File: src/rtl/mem_port_arbiter_if.sv
// Bus bundle between the RAM port arbiter, its two requesters and the RAM.
// master = requesters + RAM side, slave = arbiter side.
interface mem_port_arbiter_if #(
    parameter int AW = 16,
    parameter int DW = 16
);
    logic          cpu_req;
    logic          cpu_we;
    logic [AW-1:0] cpu_addr;
    logic [DW-1:0] cpu_wdata;
    logic          cpu_ack;
    logic [DW-1:0] cpu_rdata;
    logic          vid_req;
    logic [AW-1:0] vid_addr;
    logic          vid_ack;
    logic [DW-1:0] vid_rdata;
    logic          mem_en;
    logic          mem_we;
    logic [AW-1:0] mem_addr;
    logic [DW-1:0] mem_wdata;
    logic [DW-1:0] mem_rdata;
    logic          busy;
    logic          owner;

    modport master (
        output cpu_req, cpu_we, cpu_addr, cpu_wdata,
        input  cpu_ack, cpu_rdata,
        output vid_req, vid_addr,
        input  vid_ack, vid_rdata,
        input  mem_en, mem_we, mem_addr, mem_wdata,
        output mem_rdata,
        input  busy, owner
    );

    modport slave (
        input  cpu_req, cpu_we, cpu_addr, cpu_wdata,
        output cpu_ack, cpu_rdata,
        input  vid_req, vid_addr,
        output vid_ack, vid_rdata,
        output mem_en, mem_we, mem_addr, mem_wdata,
        input  mem_rdata,
        output busy, owner
    );
endinterface

File: src/rtl/mem_port_arbiter.sv
// Round-robin arbiter sharing one single-port synchronous RAM between the CPU
// and the video reader; each access runs IDLE -> ISSUE -> WAIT -> RESP.
module mem_port_arbiter #(
    parameter int AW     = 16,
    parameter int DW     = 16,
    parameter int RD_LAT = 1
) (
    input logic                 clk,
    input logic                 reset,
    mem_port_arbiter_if.slave   bus
);
    localparam int CW = $clog2(RD_LAT + 1);
    localparam logic [CW-1:0] CNT_LOAD = CW'(RD_LAT - 1);

    typedef enum logic [1:0] {
        IDLE  = 2'd0,
        ISSUE = 2'd1,
        WAIT  = 2'd2,
        RESP  = 2'd3
    } state_t;

    state_t        state_r, state_s;
    logic [CW-1:0] cnt_r, cnt_s;
    logic          owner_r, owner_s;
    logic          last_r, last_s;
    logic          we_r, we_s;
    logic [AW-1:0] addr_r, addr_s;
    logic [DW-1:0] wdata_r, wdata_s;
    logic [DW-1:0] cpu_rdata_r, cpu_rdata_s;
    logic [DW-1:0] vid_rdata_r, vid_rdata_s;
    logic          mem_en_r, mem_en_s;
    logic          mem_we_r, mem_we_s;
    logic          busy_r, busy_s;
    logic          cpu_ack_r, cpu_ack_s;
    logic          vid_ack_r, vid_ack_s;

    // Next-state and next-output computation; every output is registered.
    always_comb begin
        state_s     = state_r;
        cnt_s       = cnt_r;
        owner_s     = owner_r;
        last_s      = last_r;
        we_s        = we_r;
        addr_s      = addr_r;
        wdata_s     = wdata_r;
        cpu_rdata_s = cpu_rdata_r;
        vid_rdata_s = vid_rdata_r;

        case (state_r)
            IDLE: begin
                // last_r = 1 means video won last, so the CPU takes a contended grant
                if (bus.cpu_req && (!bus.vid_req || last_r)) begin
                    owner_s = 1'b0;
                    we_s    = bus.cpu_we;
                    addr_s  = bus.cpu_addr;
                    wdata_s = bus.cpu_wdata;
                    state_s = ISSUE;
                end else if (bus.vid_req) begin
                    owner_s = 1'b1;
                    we_s    = 1'b0;
                    addr_s  = bus.vid_addr;
                    state_s = ISSUE;
                end else begin
                    state_s = IDLE;
                end
            end
            ISSUE: begin
                state_s = WAIT;
                cnt_s   = CNT_LOAD;
            end
            WAIT: begin
                if (cnt_r == '0) begin
                    state_s = RESP;
                    if (!we_r && owner_r) begin
                        vid_rdata_s = bus.mem_rdata;
                    end else if (!we_r) begin
                        cpu_rdata_s = bus.mem_rdata;
                    end else begin
                        cpu_rdata_s = cpu_rdata_r;
                    end
                end else begin
                    cnt_s = cnt_r - CW'(1'b1);
                end
            end
            RESP: begin
                state_s = IDLE;
                last_s  = owner_r;
            end
            default: begin
                state_s = IDLE;
            end
        endcase

        mem_en_s  = (state_s == ISSUE);
        mem_we_s  = (state_s == ISSUE) && we_s;
        busy_s    = (state_s != IDLE);
        cpu_ack_s = (state_s == RESP) && !owner_s;
        vid_ack_s = (state_s == RESP) && owner_s;
    end

    // State and output registers with asynchronous reset.
    always_ff @(posedge clk or posedge reset) begin
        if (reset) begin
            state_r     <= IDLE;
            cnt_r       <= '0;
            owner_r     <= 1'b0;
            last_r      <= 1'b1;
            we_r        <= 1'b0;
            addr_r      <= '0;
            wdata_r     <= '0;
            cpu_rdata_r <= '0;
            vid_rdata_r <= '0;
            mem_en_r    <= 1'b0;
            mem_we_r    <= 1'b0;
            busy_r      <= 1'b0;
            cpu_ack_r   <= 1'b0;
            vid_ack_r   <= 1'b0;
        end else begin
            state_r     <= state_s;
            cnt_r       <= cnt_s;
            owner_r     <= owner_s;
            last_r      <= last_s;
            we_r        <= we_s;
            addr_r      <= addr_s;
            wdata_r     <= wdata_s;
            cpu_rdata_r <= cpu_rdata_s;
            vid_rdata_r <= vid_rdata_s;
            mem_en_r    <= mem_en_s;
            mem_we_r    <= mem_we_s;
            busy_r      <= busy_s;
            cpu_ack_r   <= cpu_ack_s;
            vid_ack_r   <= vid_ack_s;
        end
    end

    assign bus.cpu_ack   = cpu_ack_r;
    assign bus.cpu_rdata = cpu_rdata_r;
    assign bus.vid_ack   = vid_ack_r;
    assign bus.vid_rdata = vid_rdata_r;
    assign bus.mem_en    = mem_en_r;
    assign bus.mem_we    = mem_we_r;
    assign bus.mem_addr  = addr_r;
    assign bus.mem_wdata = wdata_r;
    assign bus.busy      = busy_r;
    assign bus.owner     = owner_r;
endmodule
File: src/flat_wrapper.sv
// flat-port wrapper written by rule: the top's interface ports become plain ports
module mem_port_arbiter_flat 
#(
    parameter int AW     = 16,
    parameter int DW     = 16,
    parameter int RD_LAT = 1
)
  (clk, reset, bus_cpu_req, bus_cpu_we, bus_cpu_addr, bus_cpu_wdata, bus_cpu_ack, bus_cpu_rdata, bus_vid_req, bus_vid_addr, bus_vid_ack, bus_vid_rdata, bus_mem_en, bus_mem_we, bus_mem_addr, bus_mem_wdata, bus_mem_rdata, bus_busy, bus_owner);
  mem_port_arbiter_if #(.AW(AW), .DW(DW)) bus_i ();
  input logic clk;
  input logic reset;
  input wire logic [$bits(bus_i.cpu_req)-1:0] bus_cpu_req;
  input wire logic [$bits(bus_i.cpu_we)-1:0] bus_cpu_we;
  input wire logic [$bits(bus_i.cpu_addr)-1:0] bus_cpu_addr;
  input wire logic [$bits(bus_i.cpu_wdata)-1:0] bus_cpu_wdata;
  output wire logic [$bits(bus_i.cpu_ack)-1:0] bus_cpu_ack;
  output wire logic [$bits(bus_i.cpu_rdata)-1:0] bus_cpu_rdata;
  input wire logic [$bits(bus_i.vid_req)-1:0] bus_vid_req;
  input wire logic [$bits(bus_i.vid_addr)-1:0] bus_vid_addr;
  output wire logic [$bits(bus_i.vid_ack)-1:0] bus_vid_ack;
  output wire logic [$bits(bus_i.vid_rdata)-1:0] bus_vid_rdata;
  output wire logic [$bits(bus_i.mem_en)-1:0] bus_mem_en;
  output wire logic [$bits(bus_i.mem_we)-1:0] bus_mem_we;
  output wire logic [$bits(bus_i.mem_addr)-1:0] bus_mem_addr;
  output wire logic [$bits(bus_i.mem_wdata)-1:0] bus_mem_wdata;
  input wire logic [$bits(bus_i.mem_rdata)-1:0] bus_mem_rdata;
  output wire logic [$bits(bus_i.busy)-1:0] bus_busy;
  output wire logic [$bits(bus_i.owner)-1:0] bus_owner;
  assign bus_i.cpu_req = bus_cpu_req;
  assign bus_i.cpu_we = bus_cpu_we;
  assign bus_i.cpu_addr = bus_cpu_addr;
  assign bus_i.cpu_wdata = bus_cpu_wdata;
  assign bus_cpu_ack = bus_i.cpu_ack;
  assign bus_cpu_rdata = bus_i.cpu_rdata;
  assign bus_i.vid_req = bus_vid_req;
  assign bus_i.vid_addr = bus_vid_addr;
  assign bus_vid_ack = bus_i.vid_ack;
  assign bus_vid_rdata = bus_i.vid_rdata;
  assign bus_mem_en = bus_i.mem_en;
  assign bus_mem_we = bus_i.mem_we;
  assign bus_mem_addr = bus_i.mem_addr;
  assign bus_mem_wdata = bus_i.mem_wdata;
  assign bus_i.mem_rdata = bus_mem_rdata;
  assign bus_busy = bus_i.busy;
  assign bus_owner = bus_i.owner;
  mem_port_arbiter #(.AW(AW), .DW(DW), .RD_LAT(RD_LAT)) u_core (.clk(clk), .reset(reset), .bus(bus_i));
endmodule
File: config.mk
export PLATFORM = sky130hd
export DESIGN_NAME = mem_port_arbiter_flat
export DESIGN_NICKNAME = d
export VERILOG_FILES = /design/src/rtl/mem_port_arbiter_if.sv /design/src/rtl/mem_port_arbiter.sv /design/src/flat_wrapper.sv
export SDC_FILE = /design/constraint.sdc
export NUM_CORES = 1
export LEC_CHECK = 0
export CORE_MARGIN = 4
export CORE_UTILIZATION = 40
export DETAILED_ROUTE_END_ITERATION = 8
export HOLD_SLACK_MARGIN = 0.1
export PLACE_DENSITY_LB_ADDON = 0.3
export SYNTH_ARGS = -nofsm -noshare
export SYNTH_HDL_FRONTEND = slang
export SYNTH_SLANG_ARGS = --single-unit
File: constraint.sdc
create_clock -name clk -period 2.9 [get_ports clk]
set_input_delay 0.435 -clock clk [delete_from_list [all_inputs] [get_ports clk]]
set_output_delay 0.435 -clock clk [all_outputs]
set_load 0.005 [all_outputs]
==> run summary, run 1 <==
Total GRT Usage -> 0.182
number of global-route vias before repair -> 2502
Final HPWL DP -> 5880 um
Yosys reg bits -> 74
final setup fails -> 0
Post-synth EDFFs -> 0
XOR/XNOR share of the synthesized area -> 0
reg-to-reg critical path startpoint -> u_core.state_r[0]
Top FF cell, synth -> dfrtp_1
DRC Markers -> 0
core area -> 7290 um2
yosys warns -> 0
R2R depth -> 5
CTS Hold Buffers Added -> 0
required time of the critical path -> 3.11 ns
Clock Skew -> 0.0117 ns
Rows -> 31
Starting Density -> 0.416
largest net degree at the start of global routing -> 36
most common cell in the netlist -> dfrtp_1
final hold viol count -> 0
Critical Path AT -> 2.13 ns
minimum period implied by the final worst setup slack -> 1.92 ns
asr flop ratio synth -> 1.00
RSZ-0062 raised after global routing -> no
DR iter-0 viols -> 88
Fillers -> 599
clock buffer depth -> 2
share of the synthesized area in the top cell type -> 0.603
Clock Latency Late Sink -> 0.34 ns
Synth Cell Area -> 3030 um2
largest family of logic cells by synthesized area -> multiplexers
compound-cell area share of the yosys netlist -> 0.0999
global-route wire length before repair -> 12500 um
Final TNS setup -> 0 ns
worst hold slack -> 0.434 ns
Syn Area/Cell -> 13.4 um2
Max H-tree Level -> 3
Die X -> 95.1 um
Max Cap Viol -> 0
final net count -> 441
layout cells sized above 1 -> 0.198
cts bufs inserted -> 9
P&R area growth vs syn -> 56.3%
Root Buffer -> clkbuf_8
Port Buffers -> 138
Worst VDD drop -> 0.579 mV
routed wire length -> 8000 um
Synth Area in Simple Gates -> 0.0466
initial antenna violation count -> 0
outcome -> completed
multiplexer area fraction after synthesis -> 0.194
post-synthesis net count -> 298
cts repair resizes -> 0
total power -> 5.07 mW
Seq/Total Area, Yosys -> 0.611
WL per Instance -> 16.9 um
Slew HR -> 0.467
n_diodes -> 0
max-slew violation count -> 0
ANT nets after route -> 0
top cells by area, synth -> dfrtp_1, mux2_2, mux2_4
Period Utilization, post-route -> 0.662
Multi-input gate area -> 1070 um2
vias per cell -> 5.05
# IOs -> 139
Die Y -> 95.1 um
Slew @ Worst Pin -> 0.798 ns
P per Cell Area -> 1070 nW/um2
Setup Crit Path Kind -> reg -> reg
crit path cell chain -> inv_1 -> ha_1 -> inv_1 -> nor3_4 -> mux2_2
top cell types by occurrence after synthesis -> dfrtp_1, mux2_2, a21oi_1
Critical Path Source -> u_core.state_r[0]
CTS Sinks -> 74
setup bufs post-CTS -> 0
total grt overflow -> 0
gpl congestion -> 0.794
CTS tree -> built
Worst path most repeated cell -> inv_1
Largest stage delay, worst path -> 0.66 ns
Worst setup EP type -> flop
CP max FO -> 16
Fmax -> 0.521 GHz
Synth Area in Adders -> 0.0124
Clk pin slew, worst setup/hold paths -> 0.08 ns
slowest CP cell -> nor3_4
Post-Syn Instances -> 226
die area -> 9040 um2
Hold Path Class -> in -> async
sequential cell area -> 1850 um2
Vias -> 2385
1st-pass router iterations -> 4
Leak -> 1.97 nW
Critical Path Source Type -> flop
count of cell types in the netlist -> 28
Synth area leader -> dfrtp_1
[per-stage QoR]
| stage | area [um2] | utilization | std cells | worst slack (ns) |
|---|---|---|---|---|
| 6_report | 4740 | 0.650 | 472 | 0.979 |
| 5_1_grt | 4740 | 0.650 | 472 | 0.808 |
| 4_1_cts | 4740 | 0.650 | 472 | 0.944 |
| 3_5_place_dp | 4510 | 0.619 | 457 | 0.877 |
| 3_3_place_gp | 4510 | 0.619 | 457 | 0.962 |
| 2_1_floorplan | 3030 | - | 226 | 0.585 |
[critical path, delay by kind of cell (launching register included)]
kind / cells / cell delay (ns)
multiplexers: 1 / 0.42
AND/OR/NAND/NOR: 1 / 0.66
flip-flops: 1 / 0.39
adder cells (fa/ha/maj): 1 / 0.17
buffers and inverters: 2 / 0.16
[routing by layer]
metal / track usage / share of wire
met1: 0.218 / 0.41
met2: 0.308 / 0.52
met3: 0.0355 / 0.053
met4: 0.0950 / 0.021
met5: 0 / 0
[area by class of cell]
cell class              count  share of cell area
inverters                   7             0.00555
flip-flops and latches     74               0.391
well taps                  99              0.0261
multi-input cells         133               0.226
clock buffers              11              0.0320
repair buffers            144               0.304
clock inverters             4              0.0156
[path summary, 6_finish.rpt]
check | end | slack, ns
worst min register to register | u_core.bus.cpu_rdata[7] | 0.50
min in group clk | u_core.bus.cpu_rdata[7] | 0.50
max in group asynchronous | u_core.bus.owner | 1.84
worst max register to register | u_core.bus.cpu_rdata[9] | 0.98
worst min-delay path | u_core.bus.cpu_rdata[3] | 0.43
worst max-delay path | u_core.bus.cpu_rdata[9] | 0.98
[sequential cells by signal, summed over array words and instances (netlist names)]
register              cells
u_core.bus.busy           1
u_core.bus.cpu_ack        1
u_core.bus.cpu_rdata     16
u_core.bus.mem_addr      16
u_core.bus.mem_en         1
u_core.bus.mem_wdata     16
u_core.bus.mem_we         1
u_core.bus.owner          1
u_core.bus.vid_ack        1
u_core.bus.vid_rdata     16
u_core.last_r             1
u_core.state_r            2
u_core.we_r               1
[cell usage in the layout (no fill, tap or decap), types with 2 or more instances in the layout]
| cell type | netlist | layout |
|---|---|---|
| nand2b_1 | 2 | 2 |
| a31oi_1 | 16 | 16 |
| mux2_4 | 10 | 10 |
| clkdlybuf4s50_1 | 0 | 138 |
| nor2_1 | 17 | 17 |
| clkbuf_8 | 0 | 11 |
| o21a_1 | 2 | 2 |
| ha_1 | 3 | 3 |
| o21ai_0 | 16 | 16 |
| mux2_2 | 38 | 38 |
| buf_4 | 0 | 5 |
| a21oi_1 | 18 | 18 |
| dfrtp_1 | 73 | 73 |
| inv_1 | 7 | 6 |
| bufinv_16 | 0 | 2 |
[cells by family after synthesis]
family | after synthesis
and+or+nand+nor | 27
muxes | 49
buffers and inverters | 19
AOI/OAI and AO/OA | 54
DFF | 74
adders and majority gates | 3
[where the power goes]
part	internal [mW]	switching (mW)
combinational	1.51	0.828
clock	0.529	0.368
sequential	1.56	0.279
(Power assumes the default switching activity.)
==> inputs of run 2 (changes only) <==
--- a/config.mk
+++ b/config.mk
@@ -6,7 +6,7 @@
 export NUM_CORES = 1
 export LEC_CHECK = 0
 export CORE_MARGIN = 4
-export CORE_UTILIZATION = 40
+export CORE_UTILIZATION = 37
 export DETAILED_ROUTE_END_ITERATION = 8
 export HOLD_SLACK_MARGIN = 0.1
 export PLACE_DENSITY_LB_ADDON = 0.3
==> constraint.sdc (replaced) <==
create_clock -name clk -period 1.7 [get_ports clk]
set_input_delay 0.255 -clock clk [delete_from_list [all_inputs] [get_ports clk]]
set_output_delay 0.255 -clock clk [all_outputs]
set_load 0.005 [all_outputs]
==> run 2 against run 1 <==
Against the previous run:
- clock skew fell by 0.0040 ns
- register-to-register slack worse by 0.82 ns
- sequential share of layout area fell by 1.1 points
- cell count up 2.1%
- flip-flop and latch count stayed put
- first-iteration DRC count increased by 28%
- global-route usage fell by 2.1 points
- utilization decreased by 2.8 points
- combinational power increased by 76%
- non-clock buffer count rose by 5
- critical path depth shrank 4
- hold slack got worse by 0.090 ns
==> run summary, run 2 (synthesis gave the netlist of run 1 again) <==
required time of the critical path -> 1.44 ns
CP max FO -> 5
design area -> 4880 um2
Buf+Inv Stages, Crit Path -> 1
Leak -> 2.04 nW
# IOs -> 139
final net count -> 447
routed wl met3 -> 495 um
final setup fails -> 0
core area -> 7850 um2
vias per cell -> 4.86
Clock Latency Late Sink -> 0.34 ns
CTS Sinks -> 74
most common cell after layout, fill and taps aside -> clkdlybuf4s50_1
DRC Markers -> 0
die area -> 9710 um2
crit path cell chain -> clkdlybuf4s50_1
Die Y -> 98.5 um
minimum period implied by the final worst setup slack -> 1.60 ns
max-slew violation count -> 0
RSZ-0062 raised after global routing -> no
CTS Hold Buffers Added -> 0
1st-pass router iterations -> 4
Fmax -> 0.625 GHz
Hold Path Class -> in -> async
initial antenna violation count -> 0
Critical Path AT -> 1.34 ns
Critical Path Source Type -> flop
met2 WL -> 3820 um
fin worst setup slack -> 0.100 ns
total power -> 9.11 mW
largest net degree at the start of global routing -> 75
Final HPWL DP -> 5650 um
Top delay family on crit path -> buffers and inverters
CTS tree -> built
Fillers -> 644
critical path depth -> 1
worst slack, placed -> -0.0670 ns
Critical Path Source -> u_core.bus.owner
Port Buffers -> 138
Vias -> 2344
Total GRT Usage -> 0.160
Clk pin slew, worst setup/hold paths -> 0.07 ns
Setup Crit Path Kind -> reg -> out
cts bufs inserted -> 9
reg-to-reg critical path startpoint -> u_core.state_r[0]
P per Cell Area -> 1870 nW/um2
routed wire length -> 7790 um
Max H-tree Level -> 3
Slew HR -> 0.693
Post-Layout Cell Count -> 482
Period Utilization, post-route -> 0.941
gpl congestion -> 0.723
DR iter-0 viols -> 113
Final TNS setup -> 0 ns
CP Capture Point -> bus_owner
Placed Area -> 4580 um2
n_diodes -> 0
global-route wire length before repair -> 12500 um
Reg-to-Reg End -> u_core.bus.cpu_rdata[2]
max layer used -> met4
setup bufs post-CTS -> 0
Clock Skew -> 0.00775 ns
number of global-route vias before repair -> 2438
Max Cap Viol -> 0
Worst VDD drop -> 0.914 mV
ANT nets after route -> 0
Slew @ Worst Pin -> 0.461 ns
Largest stage delay, worst path -> 0.55 ns
R2R depth -> 6
commonest non-fill, non-tap cells in the layout -> clkdlybuf4s50_1, dfrtp_1, mux2_2, a21oi_1, nor2_1
R2R Setup Slk -> 0.16 ns
Die X -> 98.5 um
total grt overflow -> 0
layout cells sized above 1 -> 0.218
final hold viol count -> 0
P&R area growth vs syn -> 61.0%
placed cell count -> 465
outcome -> completed
Root Buffer -> clkbuf_8
Worst setup EP type -> output port
clock buffer depth -> 2
wl on met1 -> 3260 um
Starting Density -> 0.386
Rows -> 32
slowest CP cell -> clkdlybuf4s50_1
WL per Instance -> 16.2 um
run 2: layer usage:
| metal | GRT usage | vias up |
|---|---|---|
| li1 | - | 1100 |
| met1 | 0.200 | 1125 |
| met2 | 0.263 | 102 |
| met3 | 0.0361 | 17 |
| met4 | 0.0798 | 0 |
| met5 | 0 | - |
run 2: worst min-delay path by stage:
stage | from | endpoint | slack, ns | cells past startpoint
after global routing | reset | u_core.we_r | 0.39 | 3
after CTS | reset | u_core.bus.busy | 0.37 | 3
after floorplan | bus_mem_rdata[7] | u_core.bus.cpu_rdata[7] | 0.39 | 1
after global placement | u_core.bus.cpu_rdata[7] | u_core.bus.cpu_rdata[7] | 0.48 | 1
after detailed placement | u_core.bus.cpu_rdata[7] | u_core.bus.cpu_rdata[7] | 0.49 | 1
final | reset | u_core.we_r | 0.34 | 3
run 2: metrics by stage:
| stage | hold WS, ns | utilization |
|---|---|---|
| after global placement | 0.484 | 0.584 |
| after CTS | 0.374 | 0.620 |
| after detailed placement | 0.488 | 0.584 |
| after global routing | 0.392 | 0.622 |
| after floorplan | 0.390 | - |
| final | 0.344 | 0.622 |
run 2: area by class of cell:
type,instances,area [um2],area share
clock buffer,12,165,0.0338
clock inverter,4,120,0.0246
inverter,7,30.0,0.00615
multi-input combinational,134,1080,0.222
sequential,74,1850,0.380
tap,102,128,0.0262
timing repair buffer,149,1500,0.308
run 2: report_power, final:
part	switching (mW)	leakage [nW]	total, mW	internal (mW)
Clock	0.616	0.143	1.86	1.24
Combinational	1.42	1.03	4.11	2.69
Sequential	0.469	0.865	3.14	2.67
Total	2.51	2.04	9.11	6.60
run 2: timing repair:
item	CTS	global route
hold endpoints to repair	0	0
gates resized for setup	0	3
setup endpoints to repair	0	13
==> inputs of run 3 (changes only) <==
--- a/config.mk
+++ b/config.mk
@@ -7,6 +7,7 @@
 export LEC_CHECK = 0
 export CORE_MARGIN = 4
 export CORE_UTILIZATION = 37
+export CTS_CLUSTER_DIAMETER = 60
 export DETAILED_ROUTE_END_ITERATION = 8
 export HOLD_SLACK_MARGIN = 0.1
 export PLACE_DENSITY_LB_ADDON = 0.3
==> results of run 3 <==
Final layout, timing and power as in run 2 (identical DEF).
